[src/rtl/adder_sub_bist_pkg.sv]
// adder_sub_bist_pkg
// Shared definitions for the 4-bit add/sub BIST controller:
//   VEC_W / NUM_VEC : vector index width and sweep length
//   ERR_W           : error counter width (saturating)
//   state_t         : controller FSM states
package adder_sub_bist_pkg;

  localparam int unsigned VEC_W   = 9;
  localparam int unsigned NUM_VEC = 512;
  localparam int unsigned ERR_W   = 10;

  localparam logic [VEC_W-1:0] VEC_LAST = VEC_W'(NUM_VEC - 1);
  localparam logic [ERR_W-1:0] ERR_MAX  = '1;

  typedef enum logic [2:0] {
    ST_IDLE   = 3'd0,
    ST_APPLY  = 3'd1,
    ST_SETTLE = 3'd2,
    ST_CHECK  = 3'd3,
    ST_DONE   = 3'd4
  } state_t;

endpackage

[src/rtl/adder_sub_ref.sv]
// adder_sub_ref
// Combinational golden model of the 4-bit adder/subtractor under test.
//   a, b : operands (bit 3 = MSB)
//   m    : 0 = add, 1 = subtract (a + ~b + 1)
//   s    : 4-bit result
//   c4   : carry-out (for subtract, 1 means no borrow)
//   v    : two's-complement overflow
module adder_sub_ref (
  input  logic [3:0] a,
  input  logic [3:0] b,
  input  logic       m,
  output logic [3:0] s,
  output logic       c4,
  output logic       v
);

  logic [3:0] b_eff;
  logic [4:0] sum;

  always_comb begin
    b_eff = m ? ~b : b;
    sum   = {1'b0, a} + {1'b0, b_eff} + {4'b0000, m};
    s     = sum[3:0];
    c4    = sum[4];
    if (m) v = (a[3] != b[3]) && (s[3] != a[3]);
    else   v = (a[3] == b[3]) && (s[3] != a[3]);
  end

endmodule

[src/rtl/adder_sub_bist.sv]
// adder_sub_bist
// Exhaustive BIST sweep of an external 4-bit add/sub unit (512 vectors).
// Parameter SETTLE_CYCLES (1..15): idle cycles between drive and sample.
// Ports:
//   clk, rst_n           : clock, asynchronous active-low reset
//   start                : begin a sweep (honoured in IDLE or DONE only)
//   busy, done, pass     : sweep status; pass is valid while done is high
//   err_count            : mismatching vectors in current/last sweep (saturating)
//   dut_a, dut_b, dut_m  : operands/mode driven to the unit
//   dut_s, dut_c4, dut_v : result returned by the unit
// Optional macro BIST_FAIL_CAPTURE_EN adds fail_valid/fail_vec, the index of
// the first mismatching vector of the sweep.
module adder_sub_bist
  import adder_sub_bist_pkg::*;
#(
  parameter int unsigned SETTLE_CYCLES = 1
) (
  input  logic             clk,
  input  logic             rst_n,
  input  logic             start,
  output logic             busy,
  output logic             done,
  output logic             pass,
  output logic [ERR_W-1:0] err_count,
  output logic [3:0]       dut_a,
  output logic [3:0]       dut_b,
  output logic             dut_m,
  input  logic [3:0]       dut_s,
  input  logic             dut_c4,
  input  logic             dut_v
`ifdef BIST_FAIL_CAPTURE_EN
  ,
  output logic             fail_valid,
  output logic [VEC_W-1:0] fail_vec
`endif
);

  localparam logic [3:0] SETTLE_LAST = 4'(SETTLE_CYCLES - 1);

  state_t           state_q, state_d;
  logic [VEC_W-1:0] idx;
  logic [3:0]       settle_cnt;
  logic             start_acc;
  logic             check_en;
  logic             last_vec;
  logic             mismatch;
  logic [ERR_W-1:0] err_next;

  logic [3:0]       exp_s;
  logic             exp_c4;
  logic             exp_v;

  adder_sub_ref u_ref (
    .a  (dut_a),
    .b  (dut_b),
    .m  (dut_m),
    .s  (exp_s),
    .c4 (exp_c4),
    .v  (exp_v)
  );

  // Operands come straight from the index register, so they stay stable
  // from APPLY through CHECK and read as zero under reset.
  assign dut_a = idx[3:0];
  assign dut_b = idx[7:4];
  assign dut_m = idx[8];
  assign busy  = (state_q == ST_APPLY) || (state_q == ST_SETTLE) ||
                 (state_q == ST_CHECK);

  always_comb begin
    state_d   = state_q;
    start_acc = 1'b0;
    check_en  = 1'b0;
    last_vec  = (idx == VEC_LAST);
    case (state_q)
      ST_IDLE, ST_DONE: begin
        if (start) begin
          state_d   = ST_APPLY;
          start_acc = 1'b1;
        end
      end
      ST_APPLY:  state_d = ST_SETTLE;
      ST_SETTLE: if (settle_cnt == SETTLE_LAST) state_d = ST_CHECK;
      ST_CHECK: begin
        check_en = 1'b1;
        state_d  = last_vec ? ST_DONE : ST_APPLY;
      end
      default:   state_d = ST_IDLE;
    endcase

    mismatch = ({dut_s, dut_c4, dut_v} != {exp_s, exp_c4, exp_v});
    err_next = err_count;
    if (check_en && mismatch && (err_count != ERR_MAX))
      err_next = err_count + ERR_W'(1);
  end

  always_ff @(posedge clk or negedge rst_n) begin
    if (!rst_n) begin
      state_q    <= ST_IDLE;
      idx        <= '0;
      settle_cnt <= '0;
      err_count  <= '0;
      done       <= 1'b0;
      pass       <= 1'b0;
    end else begin
      state_q <= state_d;
      if (start_acc) begin
        idx        <= '0;
        settle_cnt <= '0;
        err_count  <= '0;
        done       <= 1'b0;
        pass       <= 1'b0;
      end else begin
        if (state_q == ST_APPLY)       settle_cnt <= '0;
        else if (state_q == ST_SETTLE) settle_cnt <= settle_cnt + 4'd1;
        if (check_en) begin
          err_count <= err_next;
          // pass uses err_next so the final vector's result is included
          if (last_vec) begin
            done <= 1'b1;
            pass <= (err_next == '0);
          end else begin
            idx <= idx + VEC_W'(1);
          end
        end
      end
    end
  end

`ifdef BIST_FAIL_CAPTURE_EN
  always_ff @(posedge clk or negedge rst_n) begin
    if (!rst_n) begin
      fail_valid <= 1'b0;
      fail_vec   <= '0;
    end else if (start_acc) begin
      fail_valid <= 1'b0;
      fail_vec   <= '0;
    end else if (check_en && mismatch && !fail_valid) begin
      fail_valid <= 1'b1;
      fail_vec   <= idx;
    end
  end
`endif

endmodule

[config.mk]
export PLATFORM = sky130hd
export DESIGN_NAME = adder_sub_bist
export DESIGN_NICKNAME = d
export VERILOG_FILES = /design/src/rtl/adder_sub_bist_pkg.sv /design/src/rtl/adder_sub_ref.sv /design/src/rtl/adder_sub_bist.sv
export SDC_FILE = /design/constraint.sdc
export NUM_CORES = 1
export LEC_CHECK = 0
export ABC_AREA = 0
export CAP_MARGIN = 20
export CORE_MARGIN = 10
export CORE_UTILIZATION = 30
export CTS_BUF_LIST = sky130_fd_sc_hd__clkbuf_2 sky130_fd_sc_hd__clkbuf_4 sky130_fd_sc_hd__clkbuf_8
export CTS_CLUSTER_DIAMETER = 50
export DETAILED_ROUTE_END_ITERATION = 12
export PLACE_DENSITY = 0.61
export SKIP_CTS_REPAIR_TIMING = 1
export SYNTH_ARGS = -nofsm -noshare
export SYNTH_HDL_FRONTEND = slang
export SYNTH_SLANG_ARGS = --single-unit
[constraint.sdc]
create_clock -name clk -period 2.65 [get_ports clk]
set_input_delay 0.265 -clock clk [delete_from_list [all_inputs] [get_ports clk]]
set_output_delay 0.265 -clock clk [all_outputs]
set_load 0.005 [all_outputs]
==> results of run 1 <==
-- through the flow --
stage	std cells	util, %	hold slack [ns]	TNS (ns)
6_report	323	41.7	0.360	-0.0812
5_1_grt	323	41.7	0.413	-0.750
4_1_cts	319	40.4	0.380	-0.174
3_5_place_dp	315	39.6	0.483	-0.112
3_3_place_gp	315	39.6	0.470	-0.0349
2_1_floorplan	200	-	-0.0306	0
-- placed cells by master (no fill, tap or decap), drive strengths merged, types with 4 or more instances in the layout --
cell           instances
dfrtp                 28
or3                    4
mux2i                  9
and3                   5
a21oi                 11
nand2                 16
buf                   22
xor2                   9
nand3                  9
clkdlybuf4s50         30
ha                     8
o21ai                 12
inv                    7
clkbuf                 4
xnor2                  8
nand4                  5
nor2                  22
-- logic make-up after synthesis --
kind of cell	synth area share, %
AND/OR/NAND/NOR	20.9
multiplexers	6.28
flip-flops	37.8
AO/OA/AOI/OAI	16.5
XOR/XNOR	8.44
buffers and inverters	3.58
adder cells (fa/ha/maj)	6.48
-- area by class of cell --
class / instances / share of cell area [%]
Clock buffer: 4 / 1.96
Inverter: 7 / 1.06
Tap cell: 75 / 3.78
Timing Repair Buffer: 52 / 18.7
Multi-Input combinational cell: 157 / 46.2
Sequential cell: 28 / 28.3
-- metal layers --
metal | vias to the layer above | part of all wire (%) | wire (um)
li1 | 808 | - | -
met1 | 814 | 47 | 2260
met2 | 32 | 47 | 2230
met3 | 2 | 5.3 | 252
met4 | 0 | 0.52 | 25
met5 | - | 0 | 0
-- state kept, by name (all words and copies together), names as in the netlist --
signal / count
pass: 1
done: 1
idx: 9
state_q: 3
settle_cnt: 4
err_count: 10
-- power by group through the flow --
stage	Sequential (uW)	Combinational (uW)	Clock (uW)
final	604	818	258
after CTS	603	774	261
after detailed placement	611	771	0
after floorplan	597	497	0
after global placement	609	757	0
after global routing	623	904	286
-- worst max path at each step --
stage | startpoint | endpoint | depth (start not counted)
global placement | idx[8] | pass | 10
detailed placement | idx[8] | pass | 10
global route | idx[8] | pass | 11
CTS | idx[8] | pass | 10
finish | idx[8] | pass | 10
floorplan | idx[8] | pass | 11
==> results.py, run 1 <==
metrics = {
    "logic_synthesis": {
        "avgSynthCellArea_um2": 9.27,
        "yosysMostFrequentCell": "dfrtp_1",
        "yosysTopAreaCell": "dfrtp_1",
        "yosys_warnings": 0,
        "synth_fp_nets": 218,
        "synth-seq-cells": 28,
        "synth_top_area_share_pct": 37.8,
        "syn_area_um2": 1850,
        "synth_edf_count": 0,
        "post_synth_num_cell_types": 50,
        "yosys-top-cells-count": "28 x dfrtp_1, 22 x nor2_1, 16 x nand2_1, 11 x a21oi_1",
        "synth-seq-area-share_pct": 37.8,
        "syn_inst": 200,
        "synth_async_sr_flop_share_pct": 100,
        "synth_area_leaders": "dfrtp_1 38%, ha_1 5.4%, nor2_1 4.5%",
        "synthFlopType": "dfrtp_1",
    },
    "min_path": {
        "worst_hold_path_type": "in -> async",
    },
    "layout": {
        "final.fill_count": 586,
        "syn2layout_area_growth_pct": 34.0,
        "seqCellArea_um2": 702,
        "diodes": 0,
        "num-nets-final": 267,
        "finalInstanceArea_um2": 2480,
        "multiInputGateArea_um2": 1150,
        "layout-drive-gt1-share_pct": 18.1,
    },
    "pwr": {
        "internal_power_uw": 1030,
        "p_sw_uw": 652,
        "p_comb_share_pct": 48.7,
        "powerDensity_nw_per_um2": 676,
        "p_leak_uw": 0.00108,
        "pwr-share-clk_pct": 15.3,
        "finalPower_uw": 1680,
        "switching_share_pct": 38.8,
        "ir_drop_mv": 0.349,
        "seqPwrFrac_pct": 36.0,
    },
    "timing": {
        "worst-slew-pin-transition_ns": 0.526,
        "fin_ws_ns": -0.0485,
        "drv_slew": 0,
        "setup_violations": 2,
        "clock_skew_ns": 0.00380,
        "finalHoldViolCount": 0,
        "fmax_mhz": 371,
        "grt_setup_unrepaired": "true",
        "relSlewSlack_pct": 64.9,
        "period_needed_ns": 2.70,
        "period_share_pct": 102,
    },
    "placement": {
        "post-dp-hpwl_mm": 3.52,
        "pre_cts_slack_ns": -0.0757,
        "gp_congestion": 0.850,
        "placed_area_um2": 2360,
        "io_buffers": 30,
    },
    "detailed_routing": {
        "viasPerCell": 5.13,
        "vias": 1656,
        "drt_iter0_markers": 172,
        "drc": 0,
        "drtPass1Iterations": 4,
        "ant_nets": 0,
        "routed_wl_mm": 4.77,
        "wire_per_inst_um": 14.8,
    },
    "worst_setup_path": {
        "endpoint_kind": "flop",
        "cp_top_family": "simple AND/OR/NAND/NOR gates",
        "worstReg2RegEnd": "pass",
        "cp_slowest_cell": "dfrtp_2",
        "critPathMaxFanout": 7,
        "r2r_start": "idx[8]",
        "cpPeakStageDelay_ns": 0.46,
        "worstRegToRegCells": 10,
        "cp_cell_sequence": "xor2_2 -> ha_4 -> or3b_4 -> mux2i_4 -> o2111a_1 -> o2111ai_2 -> and2_4 -> and4_4 -> o31a_1 -> a211oi_2",
        "path_buf_inv": 0,
        "cp.required_ns": 2.85,
        "arrival_ns": 2.89,
        "start_kind": "flop",
        "r2r_slack_ns": -0.05,
        "worstSetupPathType": "reg -> reg",
    },
    "cts": {
        "cts_buffers": 3,
        "clkTransAtPathRegs_ns": 0.10,
        "tritoncts": "done",
        "clockRootBuffer": "clkbuf_8",
        "cts_max_level": 1,
        "clock_latency_ns": 0.27,
        "clockBufferDepth": 2,
        "cts.sinks": 28,
    },
    "grt": {
        "first_global_vias": 1671,
        "grt_util_met1_pct": 12.4,
        "overflow": 0,
        "grt_pass1_wl_mm": 7.87,
        "grt_most_used_layer": "met2",
        "globalRouteMet3Util_pct": 2.58,
        "grt_usage_pct": 9.41,
        "antenna_found_initial": 0,
        "grt_use_met2_pct": 14.6,
        "grt_max_degree": 29,
    },
    "run": {
        "cap_viol_max_count": 0,
    },
    "run_status": {
        "status": "complete, but fails checks",
        "failed_checks": "setup timing",
    },
    "die": {
        "placementRows": 28,
        "start_util_pct": 31.1,
        "die_h_um": 98.6,
        "die-area_um2": 9720,
        "core_um2": 5960,
        "fp.dieW_um": 98.6,
        "pin_count": 31,
    },
}
Note: power is estimated with default switching activity, not from simulation.
==> inputs of run 2 (changes only) <==
- ABC_AREA: 0 -> 1
==> run 2 against run 1 <==
Effect of this change: combinational power is 25% higher; first-iteration DRC count is 26% lower; sequential share of layout area decreased by 0.28 points; wire length increased by 0.42%; clock power is 9.3% lower; the run now ends clean; largest power group unchanged; via count increased by 7.9%; sequential cell count did not move; die area increased by 3.0%.
==> results.py, run 2 <==
metrics = {
    "pwr": {
        "p_leak_uw": 0.00124,
        "ir_drop_mv": 0.362,
        "powerDensity_nw_per_um2": 738,
        "finalPower_uw": 1850,
    },
    "die": {
        "die-area_um2": 10000,
        "start_util_pct": 30.6,
        "die_h_um": 100,
        "placementRows": 29,
        "core_um2": 6280,
        "fp.dieW_um": 100,
        "pin_count": 31,
    },
    "worst_setup_path": {
        "arrival_ns": 2.85,
        "worstSetupPathType": "reg -> reg",
        "cp_top_family": "simple AND/OR/NAND/NOR gates",
        "cp_slowest_cell": "dfrtp_2",
        "cpPeakStageDelay_ns": 0.46,
        "cpMostUsedCell": "nand3_1",
        "endpoint_kind": "flop",
        "cp_cell_sequence": "xor2_1 -> ha_1 -> a21oi_1 -> nand3_1 -> nand3_1 -> nand2_1 -> nor2_4 -> nand3_4 -> nand2_4 -> inv_2 -> nand2_2 -> o21ai_2 -> nor2_1 -> nand3_1 -> a21oi_2",
        "path_buf_inv": 1,
        "r2r_slack_ns": 0.007,
        "cp.required_ns": 2.86,
        "start_kind": "flop",
        "critPathMaxFanout": 5,
    },
    "layout": {
        "layout-drive-gt1-share_pct": 15.8,
        "top_register": "err_count",
        "num-nets-final": 330,
        "stdcell_count": 387,
        "largest_register_ffs": 10,
        "layout_common_cells": "53 x nand2_1, 46 x inv_1, 30 x clkdlybuf4s50_1, 27 x dfrtp_1, 26 x nor2_1",
        "largest_registers": "err_count x10, idx x9, settle_cnt x4",
        "mostFrequentLayoutCell": "nand2_1",
        "syn2layout_area_growth_pct": 30.5,
        "final_core_util_pct": 40.0,
        "final.fill_count": 666,
        "diodes": 0,
    },
    "detailed_routing": {
        "drtPass1Iterations": 4,
        "vias": 1787,
        "routed_wl_mm": 4.79,
        "drt_iter0_markers": 127,
        "drc": 0,
        "wire_per_inst_um": 12.4,
        "viasPerCell": 4.62,
        "ant_nets": 0,
    },
    "logic_synthesis": {
        "synth-seq-cells": 28,
        "yosysMostFrequentCell": "nand2_1",
        "syn_inst": 265,
        "synth_async_sr_flop_share_pct": 100,
        "avgSynthCellArea_um2": 7.25,
        "synth_top_area_share_pct": 36.5,
        "synth_fp_nets": 283,
        "synth-seq-area-share_pct": 36.5,
        "yosysTopAreaCell": "dfrtp_1",
        "synth_edf_count": 0,
        "post_synth_num_cell_types": 36,
        "synth_area_leaders": "dfrtp_1 36%, nand2_1 12%, inv_1 9.2%",
        "syn_area_um2": 1920,
        "yosys_warnings": 0,
        "yosys-top-cells-count": "60 x nand2_1, 47 x inv_1, 28 x dfrtp_1, 26 x nand3_1, 26 x nor2_1",
        "synthFlopType": "dfrtp_1",
    },
    "min_path": {
        "worst_hold_path_type": "in -> async",
    },
    "timing": {
        "fin_ws_ns": 0.00737,
        "finalHoldViolCount": 0,
        "setup_violations": 0,
        "clock_skew_ns": 0.00417,
        "drv_slew": 0,
        "period_share_pct": 99.7,
        "final.setup.tns_ns": 0,
        "worst-slew-pin-transition_ns": 0.656,
        "relSlewSlack_pct": 55.9,
        "period_needed_ns": 2.64,
        "grt_setup_unrepaired": "true",
        "fmax_mhz": 378,
    },
    "grt": {
        "grt_usage_pct": 9.57,
        "grt_max_degree": 29,
        "antenna_found_initial": 0,
        "overflow": 0,
        "grt_pass1_wl_mm": 8.09,
        "first_global_vias": 1778,
    },
    "cts": {
        "clkTransAtPathRegs_ns": 0.10,
        "cts_max_level": 1,
        "cts.sinks": 28,
        "clock_latency_ns": 0.27,
        "clockRootBuffer": "clkbuf_8",
        "clockBufferDepth": 2,
        "tritoncts": "done",
        "cts_buffers": 3,
    },
    "placement": {
        "pre_cts_slack_ns": 0.0306,
        "dp_cells": 380,
        "post-dp-hpwl_mm": 3.61,
        "io_buffers": 30,
        "gp_congestion": 0.873,
    },
    "run": {
        "cap_viol_max_count": 0,
    },
    "run_status": {
        "status": "completed",
    },
}
## run 2: per-layer routing
layer	GRT usage (%)	up-vias	wire length, um
met5	0	-	0
met1	12.4	825	2300
met4	2.93	0	35
met2	15.7	28	2240
li1	-	932	-
met3	1.85	2	213
## run 2: worst paths after layout
check | start | to | cells after the start
worst min register to register | done | done | 1
worst max register to register | idx[8] | pass | 15
worst min-delay path | rst_n | err_count[4] | 2
worst max-delay path | idx[8] | pass | 15
max in group asynchronous | rst_n | idx[8] | 2
min in group clk | done | done | 1
## run 2: per-stage QoR
stage,instance area (um2),hold slack (ns)
after global placement,2380,0.475
after detailed placement,2380,0.500
final,2510,0.373
after floorplan,1920,-0.0306
after CTS,2420,0.386
after global routing,2510,0.402
## run 2: cell type report
class / instances / area [um2] / share of cell area (%)
Clock buffer: 3 / 41.3 / 1.65
Inverter: 52 / 195 / 7.78
Multi-Input combinational cell: 185 / 1080 / 43.2
Sequential cell: 28 / 702 / 28.0
Tap cell: 77 / 96.3 / 3.84
Timing Repair Buffer: 42 / 390 / 15.6
## run 2: power by group
group | switching, uW | internal (uW)
clock | 132 | 102
combinational | 582 | 436
sequential | 85.6 | 514
total | 800 | 1050
## run 2: cell families after synthesis
family | synth area share (%)
AND/OR/NAND/NOR | 32.5
adder cells (fa/ha/maj) | 6.25
AO/OA/AOI/OAI | 8.01
buffers and inverters | 10.9
XOR/XNOR | 5.86
flip-flops | 36.5
## run 2: worst reg2reg max path: stages, from the launching register on
cell and delay (ns):
dfrtp_2 0.46, xor2_1 0.16, ha_1 0.34, a21oi_1 0.31, nand3_1 0.17, nand3_1 0.11, nand2_1 0.09, nor2_4 0.18
nand3_4 0.14, nand2_4 0.12, inv_2 0.07, nand2_2 0.06, o21ai_2 0.06, nor2_1 0.10, nand3_1 0.09, a21oi_2 0.11
==> inputs of run 3 (changes only) <==
- MAX_ROUTING_LAYER: default -> met4
- SLEW_MARGIN: default -> 20
==> run 3 against run 2 <==
Effect of this change: final cell count stayed put; final area stayed put; critical path depth unchanged; first-iteration DRC count shrank 9.4%; core utilization stayed put; via count fell by 0.34%; non-clock buffer count unchanged; critical path type unchanged; combinational power is essentially flat; register-to-register slack barely moved.
==> results.py, run 3 (synthesis gave the netlist of run 2 again) <==
metrics = {
    "run_status": {
        "status": "completed",
    },
    "timing": {
        "setup_violations": 0,
        "drv_slew": 0,
        "clock_skew_ns": 0.00515,
        "finalHoldViolCount": 0,
        "relSlewSlack_pct": 55.9,
        "period_needed_ns": 2.64,
        "period_share_pct": 99.8,
        "worst-slew-pin-transition_ns": 0.656,
        "grt_setup_unrepaired": "true",
        "fmax_mhz": 378,
        "final.setup.tns_ns": 0,
        "holdWs_ns": 0.376,
    },
    "layout": {
        "layout_common_cells": "53 x nand2_1, 46 x inv_1, 30 x clkdlybuf4s50_1, 27 x dfrtp_1, 26 x nor2_1",
        "layout-drive-gt1-share_pct": 15.8,
        "num-nets-final": 330,
        "top_register": "err_count",
        "mostFrequentLayoutCell": "nand2_1",
        "largest_registers": "err_count x10, idx x9, settle_cnt x4",
        "syn2layout_area_growth_pct": 30.5,
        "diodes": 0,
        "final_core_util_pct": 40.0,
        "stdcell_count": 387,
        "largest_register_ffs": 10,
    },
    "cts": {
        "clkTransAtPathRegs_ns": 0.10,
        "tritoncts": "done",
        "clock_latency_ns": 0.27,
        "cts_max_level": 1,
        "cts.sinks": 28,
        "clockBufferDepth": 2,
        "cts_buffers": 3,
        "clockRootBuffer": "clkbuf_8",
    },
    "grt": {
        "grt_pass1_wl_mm": 8.12,
        "grt_util_met1_pct": 12.7,
        "overflow": 0,
        "grt_use_met2_pct": 15.7,
        "first_global_vias": 1776,
        "globalRouteMet3Util_pct": 1.30,
        "antenna_found_initial": 0,
        "grt_most_used_layer": "met2",
        "grt_max_degree": 29,
        "grt_usage_pct": 9.85,
    },
    "die": {
        "start_util_pct": 30.6,
        "core_um2": 6280,
        "fp.dieW_um": 100,
        "pin_count": 31,
        "die-area_um2": 10000,
        "die_h_um": 100,
        "placementRows": 29,
    },
    "worst_setup_path": {
        "cp.required_ns": 2.86,
        "r2r_slack_ns": 0.005,
        "r2r_start": "idx[8]",
        "endpoint_kind": "flop",
        "critPathMaxFanout": 5,
        "worstReg2RegEnd": "pass",
        "cpMostUsedCell": "nand3_1",
        "arrival_ns": 2.85,
        "start_kind": "flop",
        "cp_slowest_cell": "dfrtp_2",
        "cpPeakStageDelay_ns": 0.46,
        "worstSetupPathType": "reg -> reg",
        "cp_top_family": "simple AND/OR/NAND/NOR gates",
        "cp_cell_sequence": "xor2_1 -> ha_1 -> a21oi_1 -> nand3_1 -> nand3_1 -> nand2_1 -> nor2_4 -> nand3_4 -> nand2_4 -> inv_2 -> nand2_2 -> o21ai_2 -> nor2_1 -> nand3_1 -> a21oi_2",
        "worstRegToRegCells": 15,
        "path_buf_inv": 1,
    },
    "pwr": {
        "finalPower_uw": 1850,
        "p_leak_uw": 0.00124,
        "powerDensity_nw_per_um2": 738,
        "ir_drop_mv": 0.362,
    },
    "detailed_routing": {
        "routed_wl_mm": 4.78,
        "drc": 0,
        "wire_per_inst_um": 12.4,
        "drtPass1Iterations": 4,
        "drt_iter0_markers": 115,
        "vias": 1781,
        "viasPerCell": 4.60,
        "ant_nets": 0,
    },
    "run": {
        "cap_viol_max_count": 0,
    },
    "placement": {
        "gp_congestion": 0.887,
        "dp_cells": 380,
        "post-dp-hpwl_mm": 3.61,
        "io_buffers": 30,
    },
    "min_path": {
        "worst_hold_path_type": "in -> async",
    },
}
[run 3: cell counts in the layout (fill, tap and decap cells not counted)]
Identical to the previous run, type by type.
[run 3: layout make-up]
cell class | instances | area [um2]
Sequential cell | 28 | 702
Timing Repair Buffer | 42 | 390
Tap cell | 77 | 96.3
Clock buffer | 3 | 41.3
Fill cell | 666 | 3770
Inverter | 52 | 195
Multi-Input combinational cell | 185 | 1080
[run 3: metal layers]
layer / up-vias / wire length, um
met2: 26 / 2230
met3: 2 / 131
li1: 931 / -
met5: - / 0
met4: 0 / 46
met1: 822 / 2370
[run 3: power by group]
group	internal (uW)	switching (uW)
sequential	514	85.7
combinational	436	583
clock	102	130
total	1050	799
[run 3: worst max path at each step]
stage	start	endpoint	slack (ns)	cells past startpoint
2_1_floorplan	idx[8]	pass	0.20	15
3_3_place_gp	idx[8]	pass	0.12	15
3_5_place_dp	idx[8]	pass	0.03	15
4_1_cts	idx[8]	pass	0.007	15
5_1_grt	idx[8]	pass	-0.21	17
6_report	idx[8]	pass	0.005	15
[run 3: stage by stage]
step | setup WS [ns] | area (um2)
floorplan | 0.201 | 1920
global placement | 0.119 | 2380
detailed placement | 0.0306 | 2380
CTS | 0.00723 | 2420
global route | -0.212 | 2510
finish | 0.00524 | 2510
==> edit (flow settings as in run 2) <==
Build with the macro `BIST_FAIL_CAPTURE_EN` defined.
--- a/src/rtl/adder_sub_bist.sv
+++ b/src/rtl/adder_sub_bist.sv
@@ -12,2 +12,4 @@
 // the first mismatching vector of the sweep.
+`define BIST_FAIL_CAPTURE_EN
+
 module adder_sub_bist
Check against the original RTL (old outputs only; new: fail_valid and fail_vec): equivalent (equiv_simple and equiv_induct, registers matched by name and starting in step).
==> edit against run 2 <==
Utilization up 1.3 points. Sequential share of layout area grew 3.3 points. Count of clock-buffer cells in the layout grew 4. Sequential cell count rose by 10. Wire length increased by 25%. Non-clock buffer count grew 11. Synthesized area grew 20%. Final area grew 21%. Power rose by 26%. Worst setup slack gained 37 ps. Critical path type unchanged. Critical endpoint unchanged. Largest cell class unchanged. Largest power group unchanged.
==> edit: results (changes against run 2) <==
outcome - completed (unchanged)
clock buffer and inverter area fraction after layout - 0.0276 (was 0.0165)
cell area reported after detailed placement - 0.00289 mm2 (was 0.00238 mm2)
net count after synthesis - 306 (was 283)
Max transition margin - 0.430 (was 0.559)
number of cells in the design after placement - 436 (was 380)
largest cells by area after synthesis - sky130_fd_sc_hd__dfrtp_1, sky130_fd_sc_hd__nand2_1, sky130_fd_sc_hd__inv_1 (unchanged)
total wire length - 5990 um (was 4790 um)
fill cell instance count of the final layout - 746 (was 666)
Fmax achieved - 384 MHz (was 378 MHz)
layout clock buffer count - 7 (was 3)
tap cell instance count - 99 (was 77)
largest registers - err_count (10), fail_vec (9), idx (9) (was err_count (10), idx (9), settle_cnt (4))
worst-case clock skew - 7.42 ps (was 4.17 ps)
clock edge transition at the registers on the reported setup and hold paths - 70 ps (was 100 ps)
Detail Route met2 WL - 2720 um (was 2240 um)
Register-to-Register Setup Slack - 40 ps (was 7 ps)
number of H-tree branching levels - 2 (was 1)
number of iterations in the first detailed-routing pass - 4 (unchanged)
share of the final layout cell area in sequential cells - 0.313 (was 0.280)
count of non-CTS buffers in the layout - 53 (was 42)
#FFs+latches synth - 38 (was 28)
comb_multi_in - 207 (was 185)
met3 wire length - 443 um (was 213 um)
Non-clock inverters - 41 (was 52)
synth cell count leaders - sky130_fd_sc_hd__nand2_1, sky130_fd_sc_hd__dfrtp_1, sky130_fd_sc_hd__inv_1 (was sky130_fd_sc_hd__nand2_1, sky130_fd_sc_hd__inv_1, sky130_fd_sc_hd__dfrtp_1)
cell count after synthesis - 288 (was 265)
total leakage power - 1.44 nW (was 1.24 nW)
Min-Delay Path Class - input pin to async pin (unchanged)
count of synthesis-stage warnings from yosys - 0 (unchanged)
maximum fanout along the worst path - 6 (was 5)
multi-input logic area - 0.00123 mm2 (was 0.00108 mm2)
vias per std cell - 4.70 (was 4.62)
maximum ir drop on the vdd rail - 350 uV (was 362 uV)
minimum hold slack - 87.2 ps (was 373 ps)
initial detailed-routing violation count - 124 (was 127)
final-layout non-clock buffer area share - 0.162 (was 0.156)
Final Net Count - 364 (was 330)
area growth from synthesis to layout - 32.3% (was 30.5%)
Synth cell types - 34 (was 36)
global-route usage over all layers - 0.104 (was 0.0957)
Met1 Routed Length - 2830 um (was 2300 um)
HPWL Detailed - 4560 um (was 3610 um)
launch point of the worst path - idx[8] (unchanged)
share of the yosys chip area belonging to registers - 0.414 (was 0.365)
pin count of the biggest net entering global routing - 39 (was 29)
first-pass GRT wire length - 9890 um (was 8090 um)
worst slack, placed - -49.2 ps (was 30.6 ps)
total CTS buffers - 5 (was 3)
uppermost routed layer - met3 (was met4)
placer congestion estimate - 0.849 (was 0.873)
sum of overflow across all layers after global routing - 0 (unchanged)
fraction of final layout cells sized beyond drive strength 1 - 0.147 (was 0.158)
Port Buffers - 40 (was 30)
vias - 2090 (was 1787)
CP arrival - 2820 ps (was 2850 ps)
r2r worst-path depth - 16 (was 15)
edit: cell count changes after synthesis, moves of 4 or more:
cell	run 2	this run
sky130_fd_sc_hd__inv_2	5	1
sky130_fd_sc_hd__o21ai_0	9	21
sky130_fd_sc_hd__nand4_1	1	8
sky130_fd_sc_hd__dfrtp_1	28	38
sky130_fd_sc_hd__inv_1	47	38
sky130_fd_sc_hd__a21oi_1	7	13
sky130_fd_sc_hd__nand2_2	1	5
edit: worst max-delay path: stages, from the launching register on:
cell and delay, ps:
sky130_fd_sc_hd__dfrtp_2 480, sky130_fd_sc_hd__xnor2_2 180, sky130_fd_sc_hd__fa_1 420, sky130_fd_sc_hd__inv_1 90
sky130_fd_sc_hd__nand2_1 70, sky130_fd_sc_hd__nand3_1 70, sky130_fd_sc_hd__nand3_1 80, sky130_fd_sc_hd__nor2_1 130
sky130_fd_sc_hd__nand2_1 100, sky130_fd_sc_hd__nor2_4 150, sky130_fd_sc_hd__nand3_4 130, sky130_fd_sc_hd__nand3_4 130
sky130_fd_sc_hd__xor2_2 170, sky130_fd_sc_hd__nand2_1 70, sky130_fd_sc_hd__nor2_1 90, sky130_fd_sc_hd__nand2_1 70
sky130_fd_sc_hd__a21oi_2 110
edit: power breakdown:
part | switching (mW) | internal (mW)
logic | 0.635 | 0.497
clock network | 0.193 | 0.202
registers | 0.120 | 0.695
edit: logic make-up (layout without fill, tap and decap cells):
logic type	count (synthesis)	count (layout)	share of synthesized area
xor+xnor	14	14	0.0599
fa+ha+maj	9	9	0.0523
simple gates	141	143	0.298
compound gates	41	41	0.0974
flops	38	38	0.414
buf+inv	45	101	0.0784
edit: routing by layer:
metal  vias up  GRT usage
met5         -          0
met4         0     0.0229
met3         0     0.0293
met2        66      0.159
met1       959      0.141
li1       1065          -
